`config.mk`:
```
export PLATFORM = sky130hd
export DESIGN_NAME = uart_cmd_decoder_flat
export DESIGN_NICKNAME = d
export VERILOG_FILES = /design/src/rtl/uart_cmd_decoder_if.sv /design/src/rtl/uart_cmd_decoder.sv /design/src/flat_wrapper.sv
export SDC_FILE = /design/constraint.sdc
export NUM_CORES = 1
export LEC_CHECK = 0
export CAP_MARGIN = 25
export CORE_UTILIZATION = 48
export DETAILED_ROUTE_END_ITERATION = 8
export PLACE_DENSITY = 0.75
export RECOVER_POWER = 50
export SYNTH_ARGS = -nofsm -noshare
export SYNTH_HDL_FRONTEND = slang
export SYNTH_SLANG_ARGS = --single-unit
```
`constraint.sdc`:
```
create_clock -name clk12m -period 3 [get_ports clk12m]
set_clock_uncertainty 0.15 [all_clocks]
set_input_delay 0.9 -clock clk12m [delete_from_list [all_inputs] [get_ports clk12m]]
set_output_delay 0.9 -clock clk12m [all_outputs]
set_load 0.01 [all_outputs]
```
`src/rtl/uart_cmd_decoder_if.sv`:
```
// Bundle of the decoder's byte-stream input and its key / framed-payload / echo outputs.
// master: the decoder itself; slave: the UART receiver / cipher-core side.
interface uart_cmd_decoder_if #(
    parameter int KEY_W = 32
);
    logic [7:0]       rx_data;
    logic             rx_data_rdy;
    logic [KEY_W-1:0] key;
    logic             key_vld;
    logic             mode;
    logic             msg_start;
    logic [7:0]       byte_out;
    logic             byte_out_vld;
    logic             msg_end;
    logic             err;
    logic [7:0]       tx_data;
    logic             tx_data_rdy;

    modport master (
        input  rx_data, rx_data_rdy,
        output key, key_vld, mode, msg_start, byte_out, byte_out_vld,
        output msg_end, err, tx_data, tx_data_rdy
    );

    modport slave (
        output rx_data, rx_data_rdy,
        input  key, key_vld, mode, msg_start, byte_out, byte_out_vld,
        input  msg_end, err, tx_data, tx_data_rdy
    );
endinterface

```
`src/rtl/uart_cmd_decoder.sv`:
```
// ASCII command parser between the UART receiver and the cipher core.
//   L<hex digits><CR>  load key
//   E<text><CR>        plaintext message, bytes passed through
//   D<hex pairs><CR>   ciphertext message, hex pairs packed into bytes
// All outputs are registered, one cycle after the accepted rx byte.
// Optional feature: define CMD_ECHO_EN to echo received bytes on tx_data/tx_data_rdy
// (CR echoed as CR followed by LF). Without it tx_data/tx_data_rdy are tied to 0.
module uart_cmd_decoder #(
    parameter int KEY_DIGITS = 8,
    parameter int MAX_MSG    = 256
) (
    input  logic              clk12m,
    input  logic              rst,
    uart_cmd_decoder_if.master bus
);
    localparam int KEY_W = 4 * KEY_DIGITS;
    localparam int KC_W  = $clog2(KEY_DIGITS + 2);
    localparam int MC_W  = $clog2(MAX_MSG + 1);
    localparam logic [KC_W-1:0] KCNT_FULL = KC_W'(KEY_DIGITS);
    localparam logic [KC_W-1:0] KCNT_SAT  = KC_W'(KEY_DIGITS + 1);
    localparam logic [MC_W-1:0] MSG_LIMIT = MC_W'(MAX_MSG);

    localparam logic [7:0] CH_CR = 8'h0d;
    localparam logic [7:0] CH_LF = 8'h0a;
    localparam logic [7:0] CH_L  = 8'h4c;
    localparam logic [7:0] CH_E  = 8'h45;
    localparam logic [7:0] CH_D  = 8'h44;

    typedef enum logic [2:0] {
        ST_IDLE,
        ST_KEY,
        ST_ENC,
        ST_DEC_HI,
        ST_DEC_LO
    } state_t;

    function automatic logic is_hex(input logic [7:0] c);
        return (c >= 8'h30 && c <= 8'h39) ||
               (c >= 8'h41 && c <= 8'h46) ||
               (c >= 8'h61 && c <= 8'h66);
    endfunction

    function automatic logic [3:0] hex_nib(input logic [7:0] c);
        logic [7:0] v;
        if (c >= 8'h61)      v = c - 8'h57;
        else if (c >= 8'h41) v = c - 8'h37;
        else                 v = c - 8'h30;
        return v[3:0];
    endfunction

    state_t           state_q, state_d;
    logic [KEY_W-1:0] sr_q, sr_d;
    logic [KC_W-1:0]  kcnt_q, kcnt_d;
    logic             bad_q, bad_d;
    logic [3:0]       hi_q, hi_d;
    logic [MC_W-1:0]  mcnt_q, mcnt_d;
    logic             ovf_q, ovf_d;
    logic [KEY_W-1:0] key_q, key_d;
    logic             key_vld_q, key_vld_d;
    logic             mode_q, mode_d;
    logic             msg_start_q, msg_start_d;
    logic [7:0]       byte_out_q, byte_out_d;
    logic             byte_out_vld_q, byte_out_vld_d;
    logic             msg_end_q, msg_end_d;
    logic             err_q, err_d;

    logic             pay_en;
    logic [7:0]       pay_byte;
    logic             act;
    logic [7:0]       rx;

    assign rx  = bus.rx_data;
    assign act = bus.rx_data_rdy && (bus.rx_data != CH_LF);

    // Next-state and output decode for the command parser
    always_comb begin
        state_d        = state_q;
        sr_d           = sr_q;
        kcnt_d         = kcnt_q;
        bad_d          = bad_q;
        hi_d           = hi_q;
        mcnt_d         = mcnt_q;
        ovf_d          = ovf_q;
        key_d          = key_q;
        mode_d         = mode_q;
        byte_out_d     = byte_out_q;
        key_vld_d      = 1'b0;
        msg_start_d    = 1'b0;
        byte_out_vld_d = 1'b0;
        msg_end_d      = 1'b0;
        err_d          = 1'b0;
        pay_en         = 1'b0;
        pay_byte       = 8'h00;

        if (act) begin
            case (state_q)
                ST_IDLE: begin
                    if (rx == CH_L) begin
                        state_d = ST_KEY;
                        sr_d    = '0;
                        kcnt_d  = '0;
                        bad_d   = 1'b0;
                    end else if (rx == CH_E || rx == CH_D) begin
                        state_d     = (rx == CH_E) ? ST_ENC : ST_DEC_HI;
                        mode_d      = (rx == CH_D);
                        msg_start_d = 1'b1;
                        mcnt_d      = '0;
                        ovf_d       = 1'b0;
                    end else if (rx != CH_CR) begin
                        err_d = 1'b1;
                    end
                end
                ST_KEY: begin
                    if (rx == CH_CR) begin
                        if (kcnt_q == KCNT_FULL && !bad_q) begin
                            key_d     = sr_q;
                            key_vld_d = 1'b1;
                        end else begin
                            err_d = 1'b1;
                        end
                        state_d = ST_IDLE;
                    end else if (is_hex(rx)) begin
                        sr_d = {sr_q[KEY_W-5:0], hex_nib(rx)};
                        if (kcnt_q != KCNT_SAT) kcnt_d = kcnt_q + 1'b1;
                    end else begin
                        bad_d = 1'b1;
                    end
                end
                ST_ENC: begin
                    if (rx == CH_CR) begin
                        msg_end_d = 1'b1;
                        err_d     = ovf_q;
                        state_d   = ST_IDLE;
                    end else begin
                        pay_en   = 1'b1;
                        pay_byte = rx;
                    end
                end
                ST_DEC_HI: begin
                    if (rx == CH_CR) begin
                        msg_end_d = 1'b1;
                        err_d     = ovf_q;
                        state_d   = ST_IDLE;
                    end else if (is_hex(rx)) begin
                        hi_d    = hex_nib(rx);
                        state_d = ST_DEC_LO;
                    end else begin
                        err_d = 1'b1;
                    end
                end
                ST_DEC_LO: begin
                    // A dangling high nibble at CR is an odd digit count: always an error
                    if (rx == CH_CR) begin
                        msg_end_d = 1'b1;
                        err_d     = 1'b1;
                        state_d   = ST_IDLE;
                    end else if (is_hex(rx)) begin
                        pay_en   = 1'b1;
                        pay_byte = {hi_q, hex_nib(rx)};
                        state_d  = ST_DEC_HI;
                    end else begin
                        err_d = 1'b1;
                    end
                end
                default: state_d = ST_IDLE;
            endcase
        end

        // Payload bytes beyond MAX_MSG are dropped and remembered for the CR error
        if (pay_en) begin
            if (mcnt_q < MSG_LIMIT) begin
                byte_out_d     = pay_byte;
                byte_out_vld_d = 1'b1;
                mcnt_d         = mcnt_q + 1'b1;
            end else begin
                ovf_d = 1'b1;
            end
        end
    end

    // Parser state and output registers
    always_ff @(posedge clk12m) begin
        if (rst) begin
            state_q        <= ST_IDLE;
            sr_q           <= '0;
            kcnt_q         <= '0;
            bad_q          <= 1'b0;
            hi_q           <= 4'h0;
            mcnt_q         <= '0;
            ovf_q          <= 1'b0;
            key_q          <= '0;
            key_vld_q      <= 1'b0;
            mode_q         <= 1'b0;
            msg_start_q    <= 1'b0;
            byte_out_q     <= 8'h00;
            byte_out_vld_q <= 1'b0;
            msg_end_q      <= 1'b0;
            err_q          <= 1'b0;
        end else begin
            state_q        <= state_d;
            sr_q           <= sr_d;
            kcnt_q         <= kcnt_d;
            bad_q          <= bad_d;
            hi_q           <= hi_d;
            mcnt_q         <= mcnt_d;
            ovf_q          <= ovf_d;
            key_q          <= key_d;
            key_vld_q      <= key_vld_d;
            mode_q         <= mode_d;
            msg_start_q    <= msg_start_d;
            byte_out_q     <= byte_out_d;
            byte_out_vld_q <= byte_out_vld_d;
            msg_end_q      <= msg_end_d;
            err_q          <= err_d;
        end
    end

    assign bus.key          = key_q;
    assign bus.key_vld      = key_vld_q;
    assign bus.mode         = mode_q;
    assign bus.msg_start    = msg_start_q;
    assign bus.byte_out     = byte_out_q;
    assign bus.byte_out_vld = byte_out_vld_q;
    assign bus.msg_end      = msg_end_q;
    assign bus.err          = err_q;

`ifdef CMD_ECHO_EN
    logic [7:0] tx_data_q, tx_data_d;
    logic       tx_rdy_q, tx_rdy_d;
    logic       lf_pend_q, lf_pend_d;
    logic [7:0] hold_q, hold_d;
    logic       hold_vld_q, hold_vld_d;

    // Echo arbitration: queued LF first, then a byte parked behind it, then fresh rx
    always_comb begin
        tx_data_d  = tx_data_q;
        tx_rdy_d   = 1'b0;
        lf_pend_d  = 1'b0;
        hold_d     = hold_q;
        hold_vld_d = hold_vld_q;
        if (lf_pend_q) begin
            tx_data_d = CH_LF;
            tx_rdy_d  = 1'b1;
            if (bus.rx_data_rdy) begin
                hold_d     = rx;
                hold_vld_d = 1'b1;
            end
        end else if (hold_vld_q) begin
            tx_data_d  = hold_q;
            tx_rdy_d   = 1'b1;
            lf_pend_d  = (hold_q == CH_CR);
            hold_vld_d = bus.rx_data_rdy;
            if (bus.rx_data_rdy) hold_d = rx;
        end else if (bus.rx_data_rdy) begin
            tx_data_d = rx;
            tx_rdy_d  = 1'b1;
            lf_pend_d = (rx == CH_CR);
        end
    end

    // Echo registers
    always_ff @(posedge clk12m) begin
        if (rst) begin
            tx_data_q  <= 8'h00;
            tx_rdy_q   <= 1'b0;
            lf_pend_q  <= 1'b0;
            hold_q     <= 8'h00;
            hold_vld_q <= 1'b0;
        end else begin
            tx_data_q  <= tx_data_d;
            tx_rdy_q   <= tx_rdy_d;
            lf_pend_q  <= lf_pend_d;
            hold_q     <= hold_d;
            hold_vld_q <= hold_vld_d;
        end
    end

    assign bus.tx_data     = tx_data_q;
    assign bus.tx_data_rdy = tx_rdy_q;
`else
    assign bus.tx_data     = 8'h00;
    assign bus.tx_data_rdy = 1'b0;
`endif

endmodule

```
`src/flat_wrapper.sv`:
```
// flat-port wrapper written by rule: the top's interface ports become plain ports
module uart_cmd_decoder_flat 
#(
    parameter int KEY_DIGITS = 8,
    parameter int MAX_MSG    = 256
)
  (clk12m, rst, bus_rx_data, bus_rx_data_rdy, bus_key, bus_key_vld, bus_mode, bus_msg_start, bus_byte_out, bus_byte_out_vld, bus_msg_end, bus_err, bus_tx_data, bus_tx_data_rdy);
  uart_cmd_decoder_if #(.KEY_W(32)) bus_i ();
  input  logic clk12m;
  input  logic rst;
  input wire logic [$bits(bus_i.rx_data)-1:0] bus_rx_data;
  input wire logic [$bits(bus_i.rx_data_rdy)-1:0] bus_rx_data_rdy;
  output wire logic [$bits(bus_i.key)-1:0] bus_key;
  output wire logic [$bits(bus_i.key_vld)-1:0] bus_key_vld;
  output wire logic [$bits(bus_i.mode)-1:0] bus_mode;
  output wire logic [$bits(bus_i.msg_start)-1:0] bus_msg_start;
  output wire logic [$bits(bus_i.byte_out)-1:0] bus_byte_out;
  output wire logic [$bits(bus_i.byte_out_vld)-1:0] bus_byte_out_vld;
  output wire logic [$bits(bus_i.msg_end)-1:0] bus_msg_end;
  output wire logic [$bits(bus_i.err)-1:0] bus_err;
  output wire logic [$bits(bus_i.tx_data)-1:0] bus_tx_data;
  output wire logic [$bits(bus_i.tx_data_rdy)-1:0] bus_tx_data_rdy;
  assign bus_i.rx_data = bus_rx_data;
  assign bus_i.rx_data_rdy = bus_rx_data_rdy;
  assign bus_key = bus_i.key;
  assign bus_key_vld = bus_i.key_vld;
  assign bus_mode = bus_i.mode;
  assign bus_msg_start = bus_i.msg_start;
  assign bus_byte_out = bus_i.byte_out;
  assign bus_byte_out_vld = bus_i.byte_out_vld;
  assign bus_msg_end = bus_i.msg_end;
  assign bus_err = bus_i.err;
  assign bus_tx_data = bus_i.tx_data;
  assign bus_tx_data_rdy = bus_i.tx_data_rdy;
  uart_cmd_decoder #(.KEY_DIGITS(KEY_DIGITS), .MAX_MSG(MAX_MSG)) u_core (.clk12m(clk12m), .rst(rst), .bus(bus_i));
endmodule
```
# Word level (Yosys, flattened, before mapping)
# Index checks and enable logic that the tools add are counted.
dict set report word_totals {
  regBits 100
  in_bits 11
  out_inout_bits 55
  wordCells 141
}
dict set report op_classes {
  add_sub_neg 5
  order_cmp 7
  eq_ne 21
  n_mux 60
  bitwise 7
  n_reduce_logical 26
}
# op count
set op_table {}
lappend op_table {{$mux W32} 3}
lappend op_table {{$pmux W32 S2} 1}
lappend op_table {{$mux W9} 6}
lappend op_table {{$mux W8} 4}
lappend op_table {{$mux W1} 27}
lappend op_table {{$eq A8 B7 Y1 const B} 3}
lappend op_table {{$mux W4} 6}
lappend op_table {{$mux W3} 7}
lappend op_table {{$ge A8 B7 Y1 const B} 2}
lappend op_table {{$le A8 B7 Y1 const B} 2}
lappend op_table {{$ne A8 B4 Y1 const B} 2}
lappend op_table {{$pmux W8 S2} 1}
lappend op_table {{$reduce_and A5 Y1} 3}
lappend op_table {{$pmux W3 S4} 1}
lappend op_table {{$reduce_and A4 Y1} 3}
lappend op_table {{$add A9 B1 Y9 const B} 1}
lappend op_table {{$lt A9 B9 Y1 const B} 1}
lappend op_table {{$ne A3 B1 Y1 const B} 3}
lappend op_table {{$eq A8 B4 Y1 const B} 1}
lappend op_table {{$ge A8 B6 Y1 const B} 1}
lappend op_table {{$le A8 B6 Y1 const B} 1}
lappend op_table {{$ne A2 B1 Y1 const B} 4}
lappend op_table {{$pmux W4 S2} 1}
lappend op_table {{$reduce_or A4 Y1} 2}
lappend op_table {{other kinds (21)} 40}

# Logic depth before layout (Yosys ltp)
# Gate-level depths: netlist of run 1.
dict set report logic_depth {
  word_depth 10
  ltp_mapped 11
  ltp_nobuf 9
}

# Least setup slack after synthesis of run 1
# OpenSTA, ideal clock, no wires.
dict set report synth_path {
  kind {input -> register}
  start {input bus_rx_data[0]}
  end {register u_core.mcnt_q[3]}
  setup_ns 0.120
  arrival_time_ns 2.772
  t_required_ns 2.730
  path_slack_ns -0.041
  path_stages 10
  path_buffers 1
  path_cell_list {inv_1 ha_1 or4b_1 o41ai_4 nand2b_1 nor2_1 o21ai_4 buf_4 nor3_1 a211o_1}
}
dict set report synth_via {
  elab_chain_len 9
  elab_cells_between_ends 29
  classes_between {6 x order compare; 5 x eq/ne; 11 x mux; 7 x reduce/logical}
}
# element line_no
set synth_rtl {}
lappend synth_rtl {{from (decl)} flat_wrapper.sv:11} ;# input wire logic [$bits(bus_i.rx_data)-1:0] bus_rx_data;
lappend synth_rtl {{$ge A8 B6 Y1, or another cell as far along} uart_cmd_decoder.sv:38} ;# return (c >= 8'h30 && c <= 8'h39) ||
lappend synth_rtl {{$logic_and A1 B1 Y1 (on tied branches)} {uart_cmd_decoder.sv:38, uart_cmd_decoder.sv:39}}
lappend synth_rtl {{$logic_or A1 B1 Y1} uart_cmd_decoder.sv:38}
lappend synth_rtl {{$logic_or A1 B1 Y1} uart_cmd_decoder.sv:39} ;# (c >= 8'h41 && c <= 8'h46) ||
lappend synth_rtl {{$mux W1} uart_cmd_decoder.sv:157} ;# end else if (is_hex(rx)) begin
lappend synth_rtl {{$mux W1} uart_cmd_decoder.sv:153} ;# if (rx == CH_CR) begin
lappend synth_rtl {{$pmux W1 S2} uart_cmd_decoder.sv:96} ;# case (state_q)
lappend synth_rtl {{$mux W1} uart_cmd_decoder.sv:95} ;# if (act) begin
lappend synth_rtl {{$mux W9 (*)} uart_cmd_decoder.sv:170} ;# if (pay_en) begin
lappend synth_rtl {{to (signal assigned)} uart_cmd_decoder.sv:205} ;# mcnt_q <= mcnt_d;
lappend synth_rtl {{to (decl)} uart_cmd_decoder.sv:56} ;# logic [MC_W-1:0] mcnt_q, mcnt_d;
# Mark *: on every way between the ends. The rest lies on a longest branch, timed or not.
# A chain may end at the register's enable or synchronous reset.

# Worst setup path in the final report of run 1
dict set report layout_path {
  start {input bus_rx_data[1]}
  end {register u_core.mcnt_q[8]}
}
# The elaborated chain is that of the path after synthesis.

==> impl_metrics.py, run 1 <==
metrics = {
    "clock_network": {
        "cts-htree-levels": 3,
        "clock_sinks": 100,
        "clk_pin_slew_ps": 100,
        "worstSkewPairLatency_ps": 370,
        "numCtsBuffers": 9,
        "cts-root-buf": "clkbuf_8",
        "holdBufCountCts": 0,
        "cts_tree": "built",
        "clockBufferDepth": 2,
    },
    "grt": {
        "track_usage_pct": 23.42,
        "met2_usage_pct": 37.87,
        "grt_pass1_wl_um": 18210,
        "grt_use_met3_pct": 3.902,
        "grt_overflow": 0,
        "busiest_layer": "met2",
        "grt_pass1_vias": 3888,
        "antenna_found_initial": 0,
        "grt_max_degree": 33,
        "grt_use_met1_pct": 31.18,
    },
    "synthesis": {
        "yosysWarnings": 0,
        "synth_top_cell_by_area": "dfxtp_1",
        "netlist.area_leader.share_pct": 46.27,
        "synthTopCellsByCount": "dfxtp_1, nand2_1, nor2_1, a21oi_1, o22ai_1",
        "yosysMostFrequentCell": "dfxtp_1",
        "netlist_instances": 514,
        "synth_ff_type": "dfxtp_1",
        "synth-edff-count": 0,
        "yosysUniqueCellTypes": 59,
        "synthSimpleGateAreaFrac_pct": 23.57,
        "muxShareOfSynthArea_pct": 0.4916,
        "synth_compound_area_share_pct": 20.71,
        "synth_area_per_cell_um2": 8.418,
        "synth_top_family_by_area": "simple AND/OR/NAND/NOR gates",
        "synth_area_leaders": "dfxtp_1, nand2_1, a21oi_1",
        "synth_seq_cells": 100,
        "syn_area_um2": 4327,
        "seq_area_frac_synth_pct": 46.27,
        "synth_adder_area_share_pct": 2.313,
        "async_reset_ff_share_pct": 0,
        "synth-xor-area-share_pct": 1.012,
    },
    "setup_path": {
        "r2r_start": "u_core.state_q[0]",
        "crit_type": "primary input to flop",
        "crit_path_end_kind": "flop",
        "cp.required_ps": 3150,
        "path_max_fanout": 6,
        "r2r_cells": 8,
        "r2r_slack_ps": 570,
        "start_kind": "primary input",
        "critical_path_arrival_ps": 3080,
        "rr_endpoint": "u_core.kcnt_q[0]",
    },
    "min_path": {
        "hold_end": "u_core.bus.key[21]",
        "hp-class": "flop to flop",
        "hold_path_startpoint": "u_core.bus.key[21]",
        "min_path_cells": 2,
    },
    "routing": {
        "drt-total-wl_um": 10900,
        "wire_per_inst_um": 14.69,
        "postRouteAntennaNets": 0,
        "drt-initial-drc-count": 210,
        "drc": 0,
        "via_count": 4124,
        "first_pass_iters": 5,
        "viasPerCell": 5.558,
    },
    "final_layout": {
        "final_util_pct": 67.98,
        "fill_cells": 655,
        "fin_area_um2": 5928,
        "num_antenna_cells": 0,
        "nNetsFinal": 648,
        "fin_cells": 742,
        "syn_to_final_growth_pct": 37.02,
        "drive_gt1_share_pct": 22.71,
    },
    "power_and_ir_drop": {
        "power_density_nw_per_um2": 436.5,
        "ir_worst_vdd_uv": 306.4,
        "power_mw": 2.588,
        "power_leakage_nw": 2.371,
    },
    "sta": {
        "slew_headroom_pct": 58.21,
        "fin_crit_sh_pct": 97.53,
        "hold_ws_ps": 303.8,
        "rsz0062_at_grt": "yes",
        "hold_viol_final": 0,
        "setup_viol": 0,
        "worst_slew_pin_slew_ps": 624.6,
        "fmax_mhz": 341.8,
        "drv_slew": 0,
        "final.setup.worst_slack_ps": 74.08,
        "tns_ps": 0,
        "min_period_ps": 2926,
    },
    "run": {
        "maxCapViolCount": 0,
    },
    "run_status": {
        "status": "finished, final reports clean",
    },
    "place": {
        "place_area_um2": 5497,
        "post-place-cells": 719,
        "routabilityCongestion": 0.8674,
        "post-place-ws_ps": -797.9,
        "place.detailed.hpwl_um": 7445,
        "portBuffers": 56,
    },
    "die": {
        "io_pins": 66,
        "start_util_pct": 49.61,
        "die_w_um": 96.94,
        "die_h_um": 96.94,
        "core-area_um2": 8721,
        "rows": 34,
        "dieArea_um2": 9397,
    },
}
[placed cells by master (no fill, tap or decap), drive strengths merged, types with 9 or more instances in the layout]
cell,Yosys,final
buf,23,83
a21oi,53,53
inv,8,10
conb,1,9
dfxtp,100,100
nor3,14,14
nand3,11,11
clkbuf,18,10
nand2,85,85
dlygate4sd3,0,46
o22ai,29,29
nor2,68,68
[worst max-delay path, stage by stage]
cell             delay (ps)
clkdlybuf4s15_2         200
inv_2                    60
ha_2                    180
nor4b_4                 150
nor4bb_4                280
a32oi_2                  80
buf_6                   150
a21oi_4                 170
o21ai_4                  90
buf_12                  160
buf_4                   150
or3_4                   380
a21oi_2                 130
[layer usage]
metal | part of all wire [%] | vias to the layer above
li1 | - | 2031
met1 | 46 | 1961
met2 | 48 | 112
met3 | 3.8 | 20
met4 | 2.0 | 0
met5 | 0 | -
[state kept, by name, indices dropped and copies added, names as in the netlist]
register / count
u_core.bus.key: 32
u_core.sr_q: 32
u_core.mcnt_q: 9
u_core.bus.byte_out: 8
u_core.hi_q: 4
u_core.kcnt_q: 4
u_core.state_q: 3
u_core.bad_q: 1
u_core.bus.byte_out_vld: 1
u_core.bus.err: 1
u_core.bus.key_vld: 1
u_core.bus.mode: 1
u_core.bus.msg_end: 1
u_core.bus.msg_start: 1
u_core.ovf_q: 1
[final cells by class]
type                            instances  area (µm²)  share of cell area [%]
Clock inverter                          7       91.34                   1.541
Multi-Input combinational cell        373        2295                   38.71
Clock buffer                            9       123.9                   2.089
Timing Repair Buffer                  137        1247                   21.04
Tap cell                              108       135.1                   2.279
Inverter                                8       33.78                  0.5699
Sequential cell                       100        2002                   33.77
[worst max-delay path by stage]
stage / end / start / cells past startpoint
floorplan: u_core.hi_q[0] / bus_rx_data[0] / 9
global placement: u_core.mcnt_q[4] / bus_rx_data[0] / 12
detailed placement: u_core.sr_q[31] / bus_rx_data[0] / 13
CTS: u_core.mcnt_q[8] / bus_rx_data[1] / 13
global route: u_core.bus.byte_out[7] / bus_rx_data[1] / 13
finish: u_core.mcnt_q[8] / bus_rx_data[1] / 13
[cells by family after synthesis]
family / count (synthesis)
other: 1
muxes: 2
DFF: 100
AOI/OAI and AO/OA: 131
and+or+nand+nor: 218
buffers and inverters: 49
xor gates and xnor gates: 5
adders and majority gates: 8
[timing repair]
item	in CTS	in global routing
setup buffers	6	2
pin swaps	8	4
gates cloned	0	0
endpoints found under the hold margin	0	0
resized for setup	41	17
setup endpoints to repair	97	83
[where the power goes]
group / switching, mW / total, mW / leakage (nW) / internal, mW
sequential: 0.0246 / 1.38 / 0.806 / 1.36
combinational: 0.157 / 0.288 / 1.46 / 0.131
clock: 0.514 / 0.920 / 0.105 / 0.406
total: 0.695 / 2.59 / 2.37 / 1.89
Note: power is estimated with default switching activity, not from simulation.
==> run 2: changes to the inputs <==
--- a/config.mk
+++ b/config.mk
@@ -5,6 +5,7 @@
 export SDC_FILE = /design/constraint.sdc
 export NUM_CORES = 1
 export LEC_CHECK = 0
+export ABC_CLOCK_PERIOD_IN_PS = 3000
 export CAP_MARGIN = 25
 export CORE_UTILIZATION = 48
 export DETAILED_ROUTE_END_ITERATION = 8
==> results of run 2 <==
Final layout, timing and power as in run 1 (identical DEF).
==> run 3: changes to the inputs <==
--- a/config.mk
+++ b/config.mk
@@ -9,6 +9,7 @@
 export CAP_MARGIN = 25
 export CORE_UTILIZATION = 48
 export DETAILED_ROUTE_END_ITERATION = 8
+export HOLD_SLACK_MARGIN = 0.02
 export PLACE_DENSITY = 0.75
 export RECOVER_POWER = 50
 export SYNTH_ARGS = -nofsm -noshare
==> results of run 3 <==
Final layout, timing and power as in run 1 (identical DEF).
